--- src/rtl/br_arb_rr_pkt_pkg.sv ---
// Shared types for the packet-locking round-robin merge.
package br_arb_rr_pkt_pkg;

  typedef enum logic {
    UNLOCKED = 1'b0,
    LOCKED   = 1'b1
  } lock_state_e;

endpackage

--- src/rtl/br_arb_rr.sv ---
// Round-robin arbiter: combinational grant, priority pointer moves past update_grant on update.
module br_arb_rr #(
  parameter int NumRequesters = 2
) (
  input  logic                     clk,
  input  logic                     rst_n,
  input  logic [NumRequesters-1:0] request,
  input  logic                     enable_priority_update,
  input  logic [NumRequesters-1:0] update_grant,
  output logic [NumRequesters-1:0] grant
);

  localparam int PtrW = $clog2(NumRequesters);

  // ptr_q holds the index of the highest-priority requester.
  logic [PtrW-1:0] ptr_q;
  logic [PtrW-1:0] ptr_next;
  logic            found;

  // Pick the requesting index with the smallest circular distance from ptr_q.
  always_comb begin
    grant = '0;
    found = 1'b0;
    for (int d = 0; d < NumRequesters; d++) begin
      for (int i = 0; i < NumRequesters; i++) begin
        if (!found && request[i] &&
            (((i - int'(ptr_q) + NumRequesters) % NumRequesters) == d)) begin
          grant[i] = 1'b1;
          found    = 1'b1;
        end
      end
    end
  end

  // update_grant may differ from grant while the caller holds a lock.
  always_comb begin
    ptr_next = ptr_q;
    for (int i = 0; i < NumRequesters; i++) begin
      if (update_grant[i]) begin
        ptr_next = (i == NumRequesters - 1) ? '0 : PtrW'(i + 1);
      end
    end
  end

  always_ff @(posedge clk or negedge rst_n) begin
    if (!rst_n) begin
      ptr_q <= '0;
    end else if (enable_priority_update) begin
      ptr_q <= ptr_next;
    end
  end

endmodule

--- src/rtl/br_arb_rr_pkt.sv ---
// Merges packets from several requesters onto one stream; a packet is never interleaved.
module br_arb_rr_pkt
  import br_arb_rr_pkt_pkg::*;
#(
  parameter int NumRequesters = 2,
  parameter int Width         = 8
) (
  input  logic                           clk,
  input  logic                           rst_n,
  input  logic [NumRequesters-1:0]       in_valid,
  output logic [NumRequesters-1:0]       in_ready,
  input  logic [NumRequesters-1:0]       in_last,
  input  logic [NumRequesters*Width-1:0] in_data,
  output logic                           out_valid,
  input  logic                           out_ready,
  output logic                           out_last,
  output logic [Width-1:0]               out_data,
  output logic [NumRequesters-1:0]       out_grant
);

  // Handshake: a beat moves when out_valid && out_ready; in_ready mirrors out_ready
  // only for the granted requester, so exactly that requester sees its beat accepted.

  if (NumRequesters < 2) begin : g_bad_num_requesters
    $error("br_arb_rr_pkt: NumRequesters must be >= 2");
  end
  if (Width < 1) begin : g_bad_width
    $error("br_arb_rr_pkt: Width must be >= 1");
  end

  lock_state_e              state_q;
  logic [NumRequesters-1:0] owner_q;
  logic [NumRequesters-1:0] rr_grant;
  logic [NumRequesters-1:0] grant_sel;
  logic                     xfer;
  logic                     prio_update;

  assign prio_update = xfer && out_last;

  br_arb_rr #(
    .NumRequesters(NumRequesters)
  ) u_rr (
    .clk                   (clk),
    .rst_n                 (rst_n),
    .request               (in_valid),
    .enable_priority_update(prio_update),
    .update_grant          (grant_sel),
    .grant                 (rr_grant)
  );

  assign grant_sel = (state_q == LOCKED) ? owner_q : rr_grant;

  always_comb begin
    out_data = '0;
    out_last = 1'b0;
    for (int i = 0; i < NumRequesters; i++) begin
      if (grant_sel[i]) begin
        out_data = in_data[i*Width +: Width];
        out_last = in_last[i];
      end
    end
  end

  assign out_grant = grant_sel;
  assign out_valid = |(in_valid & grant_sel);
  assign in_ready  = grant_sel & {NumRequesters{out_ready}};
  assign xfer      = out_valid && out_ready;

  // Lock on a non-final beat taken while arbitrating; release when the owner's last beat moves.
  always_ff @(posedge clk or negedge rst_n) begin
    if (!rst_n) begin
      state_q <= UNLOCKED;
      owner_q <= '0;
    end else if (xfer) begin
      if (state_q == UNLOCKED && !out_last) begin
        state_q <= LOCKED;
        owner_q <= grant_sel;
      end else if (state_q == LOCKED && out_last) begin
        state_q <= UNLOCKED;
        owner_q <= '0;
      end
    end
  end

endmodule

--- config.mk ---
export PLATFORM = sky130hd
export DESIGN_NAME = br_arb_rr_pkt
export DESIGN_NICKNAME = d
export VERILOG_FILES = /design/src/rtl/br_arb_rr_pkt_pkg.sv /design/src/rtl/br_arb_rr.sv /design/src/rtl/br_arb_rr_pkt.sv
export SDC_FILE = /design/constraint.sdc
export NUM_CORES = 1
export LEC_CHECK = 0
export BUFFER_PORTS_ARGS = -buffer_cell sky130_fd_sc_hd__buf_2
export CAP_MARGIN = 20
export CORE_AREA = 4 4 41 43
export DETAILED_ROUTE_END_ITERATION = 8
export DIE_AREA = 0 0 45 47
export HOLD_SLACK_MARGIN = 0.15
export PLACE_DENSITY = 0.67
export SYNTH_ARGS = -nofsm -noshare
export SYNTH_HDL_FRONTEND = slang
export SYNTH_SLANG_ARGS = --single-unit
--- constraint.sdc ---
create_clock -name clk -period 2.7 [get_ports clk]
set_input_delay 0.405 -clock clk [delete_from_list [all_inputs] [get_ports clk]]
set_output_delay 0.405 -clock clk [all_outputs]
set_load 0.05 [all_outputs]
Word-level counts from Yosys, hierarchy flattened
Cells that the tools add are included.
- add/sub/neg operators: 4
- equal/unequal tests: 2
- muxes and demuxes: 17
- bitwise gates (word level): 5
- reductions and logical operators: 22
- operator list (operator ; count):
    $add 32x3->32 const B ; 2
    $logic_not 32->1 ; 2
    $mux 8 ; 2
    $mux 1 ; 12
    $logic_and 1x1->1 ; 11
    $mux 2 ; 3
    $and 2x2->2 ; 2
    $eq 2x2->1 const B ; 2
    $logic_not 1->1 ; 4
    $reduce_and 2->1 ; 2
    $reduce_bool 2->1 ; 2
    $sub 1x1->2 const A ; 2
    $and 1x1->1 ; 2
    $reduce_or 2->1 ; 1
    $not 1->1 ; 1
- register bits: 4
- input port bits: 23
- output and inout bits: 14
- word-level logic and storage cells: 53

Logic depth before layout (Yosys ltp)
- word-level depth: 25
- depth in mapped cells: 6
- gate-level depth less buffers: 6

Cells and area by module
Synthesis repeated with hierarchy kept, for this count alone.
- cell total of the unflattened synthesis: 47
- area, all modules: 429.2 sq um
- by module, submodules not included (module ; instances ; cells an instance ; area an instance (sq um)):
    br_arb_rr_pkt ; 1 ; 41 ; 375.4
    br_arb_rr ; 1 ; 6 ; 53.8

Worst setup path after synthesis
Ideal clock, no wire load.
- path type: register to output
- start: register state_q
- end: output in_ready[0]
- data arrival time: 1907 ps
- required time: 2295 ps
- path slack: 388 ps
- stages on the path, launching flop included: 4
- path buffers: 0
- path through: dfrtp_1 nand2b_1 o21ai_1 and2_1
- longest elaborated chain between the ends: 2
- ends and longest elaborated chain (item ; line ; RTL):
    start: declaration ; br_arb_rr_pkt.sv:31 ; lock_state_e state_q;
    start signal: assignment ; br_arb_rr_pkt.sv:72 ; state_q <= UNLOCKED;
    start signal: assignment ; br_arb_rr_pkt.sv:76 ; state_q <= LOCKED;
    start signal: assignment ; br_arb_rr_pkt.sv:79 ; state_q <= UNLOCKED;
    $mux 2 ; br_arb_rr_pkt.sv:51 ; assign grant_sel = (state_q == LOCKED) ? owner_q : rr_grant;
    via out_grant[0] ; br_arb_rr_pkt.sv:18 ; output logic [NumRequesters-1:0] out_grant
    $and 2x2->2 ; br_arb_rr_pkt.sv:66 ; assign in_ready = grant_sel & {NumRequesters{out_ready}};
    end: declaration ; br_arb_rr_pkt.sv:11 ; output logic [NumRequesters-1:0] in_ready,
The timed path passes the listed nets, and every way through them passes these cells.

Worst setup path in the final report
- start: register state_q
- end: output out_data[5]
- longest elaborated chain between the ends: 3
- ends and longest elaborated chain (item ; line ; RTL):
    $mux 2 * ; br_arb_rr_pkt.sv:51 ;
    $mux 8 ; br_arb_rr_pkt.sv:57 ; if (grant_sel[i]) begin
    $mux 8 * ; br_arb_rr_pkt.sv:57 ;
    end: declaration ; br_arb_rr_pkt.sv:17 ; output logic [Width-1:0] out_data,
Mark *: on every way between the ends. The rest lies on a longest branch, timed or not.

==> metrics.md <==
| Metric | Value |
|---|---|
| Post-route insts no fill | 98 |
| Pre-CTS WS | approximately 700 ps |
| Final Hold Fails | 0 |
| Unrepaired setup endpoints after global routing | no |
| Initial Util | 0.304 |
| Slew headroom | 0.830 |
| Pwr Density | about 1400 nW/um^2 |
| Flop-to-flop setup slack | roughly 730 ps |
| Row count | 13 |
| Placed Instances | 94 |
| TritonCTS Buffers | 3 |
| Grt total ovfl | 0 |
| Period utilization | 0.738 |
| Top-area cell type share of the netlist area | 0.253 |
| Fmax | about 0.50 GHz |
| DR vias/cell | roughly 4.8 |
| Required @ worst endpoint | ~2300 ps |
| Overall die width | roughly 45 microns |
| Synth top area cells | dfrtp_1 (25%), a22o_1 (18%), and2_1 (6.3%) |
| RD Place Congestion | slightly below 0.8 |
| CTS tree | done |
| VDD IR max | approximately 0.53 mV |
| Fillers | around 140 |
| Number of antenna violations at the first check in global routing | 0 |
| Final critical-path required period | approximately 2000 ps |
| 1st-pass router iterations | 3 |
| Post-synth top cells | a22o_1 (8), and2_1 (4), dfrtp_1 (4), inv_1 (4), nand2b_1 (4) |
| Share of synthesized registers carrying an async set or reset | 1.00 |
| Most used DFF post-synth | dfrtp_1 |
| Yosys cell types | 19 |
| Final wirelength | roughly 1200 microns |
| Area grow syn2layout | 60.4% |
| Final total power | roughly 0.9 mW |
| N_diodes | 0 |
| Hold Path Origin | in_last[0] |
| Cell area after synthesis | between 300 and 400 sq um |
| Critical path class | register to output port |
| Crit. End Element | output port |
| First-pass GRT wire length | 1810 microns |
| RR Endpoint | state_q$_DFFE_PN0P_ |
| Outcome | completed |
| Area leader, netlist | dfrtp_1 |
| Worst Hold End | u_rr.ptr_q$_DFFE_PN0P_ |
| Syn Inst Count | 42 |
| H-tree Lvls | 1 |
| Worst slew pin tran | 257 ps |
| Area of the multi-input gates | between 200 and 300 sq um |
| DRC Markers | 0 |
| Synth warnings | 0 |
| Startpoint types | register |
| I/O pins | 37 |
| Max Cap Violations | 0 |
| WHS Path Cells | 2 |
| Max Clock Skew | ~0.66 ps |
| Reg clk slew, reported paths | ~30 ps |
| WHS | 437 ps |
| Final setup viols | 0 |
| Cell chain of the critical path | inv_1, o22ai_2, buf_4, a22o_1, buf_2 |
| Layout cells sized above 1 | 0.566 |
| Sum Neg Setup Slack | 0 ps |
| Root buf cell | clkbuf_4 |
| Nets | 109 |
| Post-Place Cell Area | between 600 and 700 sq um |
| Worst Path Arrival | 1590 ps |
| Later-pin clock latency in the skew report | approximately 230 ps |
| PortBufs | 36 |
| Max incr delay on CP | between 400 and 500 ps |
| Wire per inst | ~12 microns |
| R2R depth | 7 |
| Chip Height | 47 microns |
| Register area | approximately 100 sq um |
| Number of global-route vias before repair | 406 |
| Post-synth EDFFs | 0 |
| Fin util | 0.488 |
| Flops & latches, synth | 4 |
| Seq/Total Area, Yosys | 0.253 |
| R2r startpoint | state_q$_DFFE_PN0P_ |
| Final ANT Viol Nets | 0 |
| DR iter-0 viols | 5 |
| CORE AREA | 1300 sq um |
| Vias | about 470 |
| Slowest library cell on the worst path | dfrtp_1 |
| Clk sink count | 4 |
| Pins Over Slew Limit | 0 |
| P_leak | between 0.3 and 0.4 nW |
| Clock Path Buffers | 2 |
| Hpwl dp | roughly 1000 microns |
| Total GRT Usage | 0.115 |
| Most frequent cell after synthesis | a22o_1 |
| Area of the die | around 2100 sq um |
| Largest net degree at the start of global routing | 13 |
| Setup ws final | between 700 and 800 ps |
| Final non-filler cell area | approximately 630 sq um |
| Average instance area after synthesis | around 9.4 sq um |
| Syn_nets | 66 |
| Maximum fanout along the worst path | 12 |
| Worst hold path type | input pin to register |
critical path, delay by kind of cell (launching register included):
family	cells	cell delay (ps)
DFF	1	440
AOI/OAI and AO/OA	2	340
buffers and inverters	3	570
power by group:
group / internal [mW] / switching [mW] / leakage [nW]
clock: 0.0495 / 0.0216 / 0.0138
combinational: 0.230 / 0.486 / 0.292
sequential: 0.0889 / 0.0307 / 0.0508
timing repair:
item	in CTS	in global routing
endpoints found under the hold margin	4	0
hold buffers	1	0
endpoints found under the setup margin	0	0
gates resized for setup	0	0
buffers inserted	0	0
how the worst max path moves through the flow:
stage / slack, ps / end / from / cells after the start
6_report: 710 / out_data[5] / state_q$_DFFE_PN0P_ / 5
5_1_grt: 590 / out_data[0] / state_q$_DFFE_PN0P_ / 5
4_1_cts: 710 / out_data[5] / state_q$_DFFE_PN0P_ / 5
3_5_place_dp: 700 / state_q$_DFFE_PN0P_ / in_valid[1] / 8
3_3_place_gp: 750 / state_q$_DFFE_PN0P_ / in_valid[1] / 8
2_1_floorplan: 390 / in_ready[0] / state_q$_DFFE_PN0P_ / 3
placed cells by master, fill, tap and decap left out, types with 2 or more instances in the layout:
master	Yosys	final
a22o_1	8	8
and2_1	4	4
buf_2	0	36
buf_4	1	2
clkbuf_4	0	3
dfrtp_1	4	4
inv_1	4	4
mux2i_1	2	2
nand2_1	3	3
nand2b_1	4	4
o22ai_2	2	2
sequential cells by signal, summed over array words and instances, names as in the netlist:
register / count
owner_q: 2
u_rr.ptr_q: 1
state_q: 1
layer usage:
metal	track usage	vias to the layer above	wire length (microns)
li1	-	239	-
met1	0.162	216	554
met2	0.167	13	573
met3	0.0460	0	75
met4	0.0175	0	0
met5	0	-	0
cell type report:
type / count / area share
Clock buffer: 3 / 0.0355
Inverter: 4 / 0.0237
Sequential cell: 4 / 0.158
Multi-Input combinational cell: 33 / 0.430
Timing Repair Buffer: 39 / 0.323
Tap cell: 15 / 0.0296
cell families (layout without fill, tap and decap cells):
family,count (synthesis),after routing,synth area share
buffers and inverters,5,46,0.0570
adders and majority gates,1,1,0.0316
muxes,3,3,0.0886
DFF,4,4,0.253
and+or+nand+nor,14,14,0.218
AOI/OAI and AO/OA,15,15,0.351
Power figures use the tool's default switching activity.
